$ cat config.mk
export PLATFORM = sky130hd
export DESIGN_NAME = fetch_queue
export DESIGN_NICKNAME = d
export VERILOG_FILES = /design/src/rtl/fetch_queue.sv
export SDC_FILE = /design/constraint.sdc
export NUM_CORES = 1
export LEC_CHECK = 0
export ABC_AREA = 1
export BUFFER_PORTS_ARGS = -buffer_cell sky130_fd_sc_hd__clkbuf_2
export CORE_UTILIZATION = 47
export CTS_CLUSTER_DIAMETER = 60
export CTS_CLUSTER_SIZE = 30
export DETAILED_ROUTE_END_ITERATION = 7
export PLACE_DENSITY = 0.67
export SYNTH_ARGS = -nofsm -noshare
export SYNTH_HDL_FRONTEND = slang
export SYNTH_SLANG_ARGS = --single-unit
$ cat constraint.sdc
create_clock -name clk -period 5.2 [get_ports clk]
set_input_delay 0.52 -clock clk [delete_from_list [all_inputs] [get_ports clk]]
set_output_delay 0.52 -clock clk [all_outputs]
set_load 0.02 [all_outputs]
$ cat src/rtl/fetch_queue.sv
// Instruction-fetch front end: DEPTH-entry {pc, instr} prefetch FIFO fed by
// sequential word fetches, drained by a valid/ready decoder port, with redirect/flush.
module fetch_queue #(
  parameter int              DEPTH    = 4,
  parameter int              XLEN     = 32,
  parameter logic [XLEN-1:0] RESET_PC = '0
) (
  input  logic                       clk,
  input  logic                       reset,
  input  logic                       redirect_valid,
  input  logic [XLEN-1:0]            redirect_pc,
  input  logic                       decoder_ready,
  output logic                       fetcher_valid,
  output logic [XLEN-1:0]            instr,
  output logic [XLEN-1:0]            fetcher_pc,
  output logic [$clog2(DEPTH+1)-1:0] fetch_count,
  input  logic                       mem_valid,
  input  logic [XLEN-1:0]            mem_rdata,
  output logic                       mem_ready,
  output logic                       mem_instr,
  output logic [XLEN-1:0]            mem_addr,
  output logic [3:0]                 mem_wstrb
);
  localparam int              PW   = $clog2(DEPTH);
  localparam int              CW   = $clog2(DEPTH+1);
  localparam logic [CW-1:0]   FULL = CW'(DEPTH);
  localparam logic [0:0]      S_IDLE = 1'b0;
  localparam logic [0:0]      S_REQ  = 1'b1;

  typedef struct packed {
    logic [XLEN-1:0] pc;
    logic [XLEN-1:0] instr;
  } entry_t;

  entry_t          fifo [DEPTH];
  logic [0:0]      state;
  logic [XLEN-1:0] fetch_pc;
  logic            discard;
  logic [PW-1:0]   rd_ptr, wr_ptr;
  logic [CW-1:0]   count_after_pop;
  logic [XLEN-1:0] redirect_target;
  logic            pop, resp, push, issue;
  logic            unused;

  assign unused          = ^redirect_pc[1:0];
  assign redirect_target = {redirect_pc[XLEN-1:2], 2'b00};

  assign fetcher_valid   = (fetch_count != '0) && !redirect_valid;
  assign pop             = fetcher_valid && decoder_ready;
  assign resp            = (state == S_REQ) && mem_valid;
  // A response is kept only if it belongs to the current stream.
  assign push            = resp && !discard && !redirect_valid;
  assign count_after_pop = fetch_count - CW'(pop);
  assign issue           = (state == S_IDLE) && !redirect_valid && (count_after_pop < FULL);

  assign instr      = fifo[rd_ptr].instr;
  assign fetcher_pc = fifo[rd_ptr].pc;
  assign mem_ready  = (state == S_REQ);
  assign mem_instr  = (state == S_REQ);
  assign mem_wstrb  = 4'b0000;

  always_ff @(posedge clk or posedge reset) begin
    if (reset) begin
      state    <= S_IDLE;
      fetch_pc <= RESET_PC;
      discard  <= 1'b0;
      mem_addr <= '0;
    end else begin
      case (state)
        S_IDLE: if (issue) begin
          state    <= S_REQ;
          mem_addr <= fetch_pc;
        end
        S_REQ:  if (mem_valid) state <= S_IDLE;
        default: state <= S_IDLE;
      endcase
      // The outstanding request is never aborted; its answer is dropped instead.
      if (resp)
        discard <= 1'b0;
      else if (redirect_valid && state == S_REQ)
        discard <= 1'b1;
      if (redirect_valid)
        fetch_pc <= redirect_target;
      else if (push)
        fetch_pc <= fetch_pc + XLEN'(4);
    end
  end

  always_ff @(posedge clk or posedge reset) begin
    if (reset) begin
      rd_ptr      <= '0;
      wr_ptr      <= '0;
      fetch_count <= '0;
    end else if (redirect_valid) begin
      rd_ptr      <= '0;
      wr_ptr      <= '0;
      fetch_count <= '0;
    end else begin
      if (push) wr_ptr <= wr_ptr + 1'b1;
      if (pop)  rd_ptr <= rd_ptr + 1'b1;
      case ({push, pop})
        2'b10:   fetch_count <= fetch_count + 1'b1;
        2'b01:   fetch_count <= fetch_count - 1'b1;
        default: fetch_count <= fetch_count;
      endcase
    end
  end

  always_ff @(posedge clk) begin
    if (push) fifo[wr_ptr] <= '{pc: fetch_pc, instr: mem_rdata};
  end

`ifdef FORMAL
  always_comb begin
    assert (mem_wstrb == 4'b0000);
    assert (fetch_count <= FULL);
    if (fetcher_valid) assert (fetch_count != '0);
  end
  addr_stable: assert property (@(posedge clk) disable iff (reset)
    (mem_ready && !mem_valid) |=> $stable(mem_addr));
`endif

endmodule

# Yosys cells after proc, flatten, opt, wreduce, memory -nomap -nowiden
# Memories as Yosys holds them, arrays and structs flattened.
# Index checks and enable logic that the tools add are counted.
# classes
eq_ne	2
n_bitwise	1
mux	15
n_reduce_logical	16
add_sub_neg	6
n_lt_le_gt_ge	1
# op_table
cell	count
2-to-1 mux 32 bit	2
adder 32 x 3 -> 32 bit (second input constant)	1
logical AND 1 bit	8
2-to-1 mux 2 bit	4
2-to-1 mux 1 bit	6
case mux 3 bit (2 select lines)	1
nonzero test 2 bit	3
nonzero test 3 bit	2
adder 2 x 1 -> 2 bit (second input constant)	2
adder 3 x 1 -> 3 bit (second input constant)	1
less-than comparator 3 bit (second input constant)	1
2-to-1 mux 3 bit	1
subtractor 3 x 1 -> 3 bit	1
subtractor 3 x 1 -> 3 bit (second input constant)	1
equality test 2 x 1 -> 1 bit (second input constant)	1
equality test 2 bit (second input constant)	1
zero test 1 bit	2
case mux 1 bit (2 select lines)	1
AND reduction 2 bit	1
inverter 1 bit	1
# word_totals
elab_cells	49
ramBits	256
inputBits	69
mem_count	1
reg_bits	73
# memory_table
name	depth	width	read_ports	rd_clocked_by_memory_dff	write_ports	line_no	text
fifo	4	64	1	0	1	35	entry_t fifo [DEPTH];

# Longest topological paths before layout
# logic_depth
ltp_word	8
mapped_depth	10

# Worst setup path after synthesis
# No wires, ideal clock.
# synth_path
kind	register to register
startpoint	register state (netlist: mem_instr)
endpoint	memory fifo[0][0] (netlist name) (enable)
path_slack_ps	1080
synth_period_minus_slack_ps	4120
setup_ps	482
arrival_time_ps	3638
required_ps	4718
path_stages_with_launch	5
path_cell_list	dfrtp_1 nand3_4 nor2_4 inv_1 nor2_1
# synth_between
elab_chain_len	5
# synth_rtl
element	line_no	text
from (decl)	36	logic [0:0] state;
from (signal assigned)	64	state <= S_IDLE;
from (signal assigned)	71	state <= S_REQ;
from (signal assigned)	74	S_REQ: if (mem_valid) state <= S_IDLE;
logical AND 1 bit	50	assign resp = (state == S_REQ) && mem_valid;
logical AND 1 bit (2 in series)	52	assign push = resp && !discard && !redirect_valid;
2-to-1 mux 1 bit	110	if (push) fifo[wr_ptr] <= '{pc: fetch_pc, instr: mem_rdata};
2-to-1 mux 1 bit (not written as such)	110	
to (decl)	35	
# Every way passes these cells.

# Worst setup path in the final report
# layout_path
startpoint	register rd_ptr[0]
endpoint	output port fetcher_pc[15]
# layout_between
elab_chain_len	1
# layout_rtl
element	line_no	text
from (decl)	39	logic [PW-1:0] rd_ptr, wr_ptr;
from (signal assigned)	100	if (pop) rd_ptr <= rd_ptr + 1'b1;
memory read (4 x 64 bit)	-	
to (decl)	15	output logic [XLEN-1:0] fetcher_pc,
# Every way passes these cells.

==> impl_metrics.tcl <==
set metrics [dict create \
    swShare_pct 37.5 \
    clk_latency_ns 0.54 \
    finalSetupViolCount 0 \
    postSynthAreaPerCell_um2 11.6 \
    instances_no_fill 1665 \
    first_pass_iters 6 \
    final_nets 1350 \
    ctsRootBufferMaster "clkbuf_16" \
    hold_viol_final 0 \
    status "complete, no violations" \
    maxCapViolCount 0 \
    synth_area_um2 13100 \
    routed_wl_mm 29.4 \
    cp_top_family "buffers and inverters" \
    pwr-share-seq_pct 44.6 \
    post-route-period-util_pct 69.4 \
    cpPeakStageDelay_ns 0.72 \
    p_leak_nw 5.84 \
    worst-slew-pin-transition_ns 0.907 \
    initial_core_util_pct 48.3 \
    path_max_fanout 62 \
    wl_per_cell_um 17.7 \
    grt_start_max_net_pins 89 \
    min_period_ns 3.61 \
    clkTransAtPathRegs_ns 0.09 \
    pwr-share-comb_pct 27.5 \
    diodes 0 \
    fin_util_pct 55.9 \
    slew_headroom_pct 39.5 \
    io_buffers 164 \
    syn_to_final_growth_pct 15.9 \
    antenna_found_initial 0 \
    hold_class "in2reg" \
    clockPowerShare_pct 27.8 \
    powerDensity_nw_per_um2 486 \
    worstPathArrival_ns 3.09 \
    synthCells 1128 \
    p_int_mw 4.60 \
    cp_num_buf_inv 3 \
    die_y_um 169 \
    path_class "reg2out" \
    grt_pass1_wl_mm 46.9 \
    whs_ns 0.184 \
    numCtsBuffers 24 \
    ant_nets 0 \
    coreArea_um2 27100 \
    vdd_drop_max_mv 0.335 \
    die_width_um 169 \
    dieArea_um2 28500 \
    clock_sinks 317 \
    maxSlewViolCount 0 \
    max_freq_ghz 0.277 \
    h-tree-depth 1 \
    grt_pass1_vias 8427 \
    clock_path_buffers 3 \
    place_congestion 0.830 \
    rows 60 \
    crit_path_top_delay_cell "clkinv_2" \
    dp.cells 1621 \
    fin_setup_tns_ns 0 \
    grt_remaining_overflow 0 \
    grt_usage_pct 21.1 \
    vias 8859 \
    switching_power_mw 2.76 \
    synth_cell_types 38 \
    place_hpwl_mm 18.1 \
    cp-end-kind "output pin" \
    drt_iter0_markers 767 \
    cts_tree "built" \
    rsz0062_at_grt "no" \
    cp_data_required_time_ns 4.68 \
    ys_ff_latch 317 \
    cts_post_setup_buffers_inserted 0 \
    viasPerCell 5.32 \
    pin_count 175 \
    total_power_mw 7.36 \
    cts-resized-gates 0 \
    yosysWarnings 0 \
    cts_hold_buffers 0 \
    ys_seq_area_share_pct 70.1 \
    finClkSkew_ns 0.0160 \
    route.detailed.drc 0 \
    drive_gt1_share_pct 20.2 \
    path_cells "clkinv_2 -> buf_4 -> o21ai_0 -> o22ai_1 -> clkbuf_2" \
    startpoint_type "flop" \
]
-- layout make-up --
class | instances | area (µm²)
fillers | 2309 | 11900
multi-input cells | 693 | 3420
flip-flops and latches | 317 | 9180
clock inverters | 19 | 287
well taps | 372 | 465
clock buffers | 25 | 626
repair buffers | 178 | 951
inverters | 61 | 230
-- cell usage after synthesis (all sizes together) --
master / number / area share, %
edfxtp: 248 / 57
a31oi: 2 / 0.096
xor2: 5 / 0.33
xnor2: 1 / 0.067
nand4: 3 / 0.26
a21oi: 4 / 0.15
conb: 1 / 0.029
and2: 2 / 0.096
o211ai: 3 / 0.17
buf: 25 / 1.3
o21bai: 1 / 0.057
inv: 61 / 1.8
a22oi: 2 / 0.11
dfrtp: 69 / 13
nand2: 171 / 5.2
mux2: 3 / 0.26
ha: 5 / 0.48
o221ai: 2 / 0.13
o31ai: 1 / 0.057
nand3: 53 / 2.2
o22ai: 62 / 3.0
o21ai: 171 / 6.5
nor2: 189 / 6.0
nor3: 4 / 0.32
clkbuf: 39 / 1.1
fa: 1 / 0.15
-- stage by stage --
stage          instance area (µm²)  worst slack (ns)
5_1_grt                      15200              1.29
6_report                     15200              1.59
2_1_floorplan                13100              1.08
4_1_cts                      15200              1.55
3_3_place_gp                 14200              1.99
3_5_place_dp                 14200              1.92
-- kinds of logic (layout without fill, tap and decap cells) --
kind of cell / count (synthesis) / after routing / share of synthesized area, %
xor+xnor: 6 / 6 / 0.402
compound gates: 248 / 248 / 10.3
simple gates: 422 / 422 / 14.1
other cells: 1 / 8 / 0.0287
buf+inv: 125 / 283 / 4.13
fa+ha+maj: 6 / 6 / 0.631
mux: 3 / 3 / 0.258
flops: 317 / 317 / 70.1
-- routing by layer --
layer	vias to the layer above	GRT usage, %	share of wire (%)
met5	-	0	0
met4	0	4.90	1.7
met3	39	2.92	6.9
met2	320	33.4	45
met1	4251	31.0	46
li1	4249	-	-
-- cells in the final DEF (no fill, tap or decap), types with 3 or more instances in the layout --
cell type,n
a21oi_1,4
buf_4,12
clkbuf_16,25
clkbuf_2,164
clkinv_8,4
conb_1,8
dfrtp_1,67
edfxtp_1,248
ha_1,5
inv_1,56
inv_12,7
inv_2,3
nand2_1,162
nand2_2,5
nand2_4,4
nand3_1,51
nor2_1,172
nor2_2,4
nor2_4,13
o211ai_1,3
o21ai_0,171
o22ai_1,62
xor2_1,5
-- worst paths after layout --
check / from / to / slack (ns) / cells after the start
max reg2reg: mem_instr$_DFF_PP0_ / fifo[1][23]$_DFFE_PP_ / 2.20 / 5
min reg2reg: mem_addr[30]$_DFFE_PP0P_ / mem_addr[30]$_DFFE_PP0P_ / 0.49 / 2
min in group asynchronous: reset / fetch_pc[6]$_DFFE_PP0N_ / 0.21 / 3
max in group asynchronous: reset / rd_ptr[0]$_DFFE_PP0P_ / 4.28 / 3
min: redirect_pc[4] / fetch_pc[4]$_DFFE_PP0N_ / 0.18 / 3
max: rd_ptr[0]$_DFFE_PP0P_ / fetcher_pc[15] / 1.59 / 5
-- sequential cells by signal (all words and copies together) (netlist names) --
| register | cells |
|---|---|
| mem_instr | 1 |
| rd_ptr | 2 |
| wr_ptr | 2 |
| fifo | 248 |
| fetch_pc | 30 |
| fetch_count | 3 |
| mem_addr | 30 |
| discard | 1 |
-- power groups by stage --
stage,Combinational (mW),Sequential [mW],Clock (mW)
6_report,2.03,3.29,2.05
5_1_grt,2.24,3.33,2.18
4_1_cts,2.05,3.28,2.08
3_5_place_dp,2.05,3.34,0
3_3_place_gp,2.02,3.33,0
2_1_floorplan,1.26,3.38,0
-- worst reg2reg max path, cell delays in order (launching register included) --
cell	delay [ns]
dfrtp_1	0.46
nand3_4	0.19
nor2_4	0.48
inv_1	0.41
nor2_4	0.77
buf_12	0.34
(Power assumes the default switching activity.)
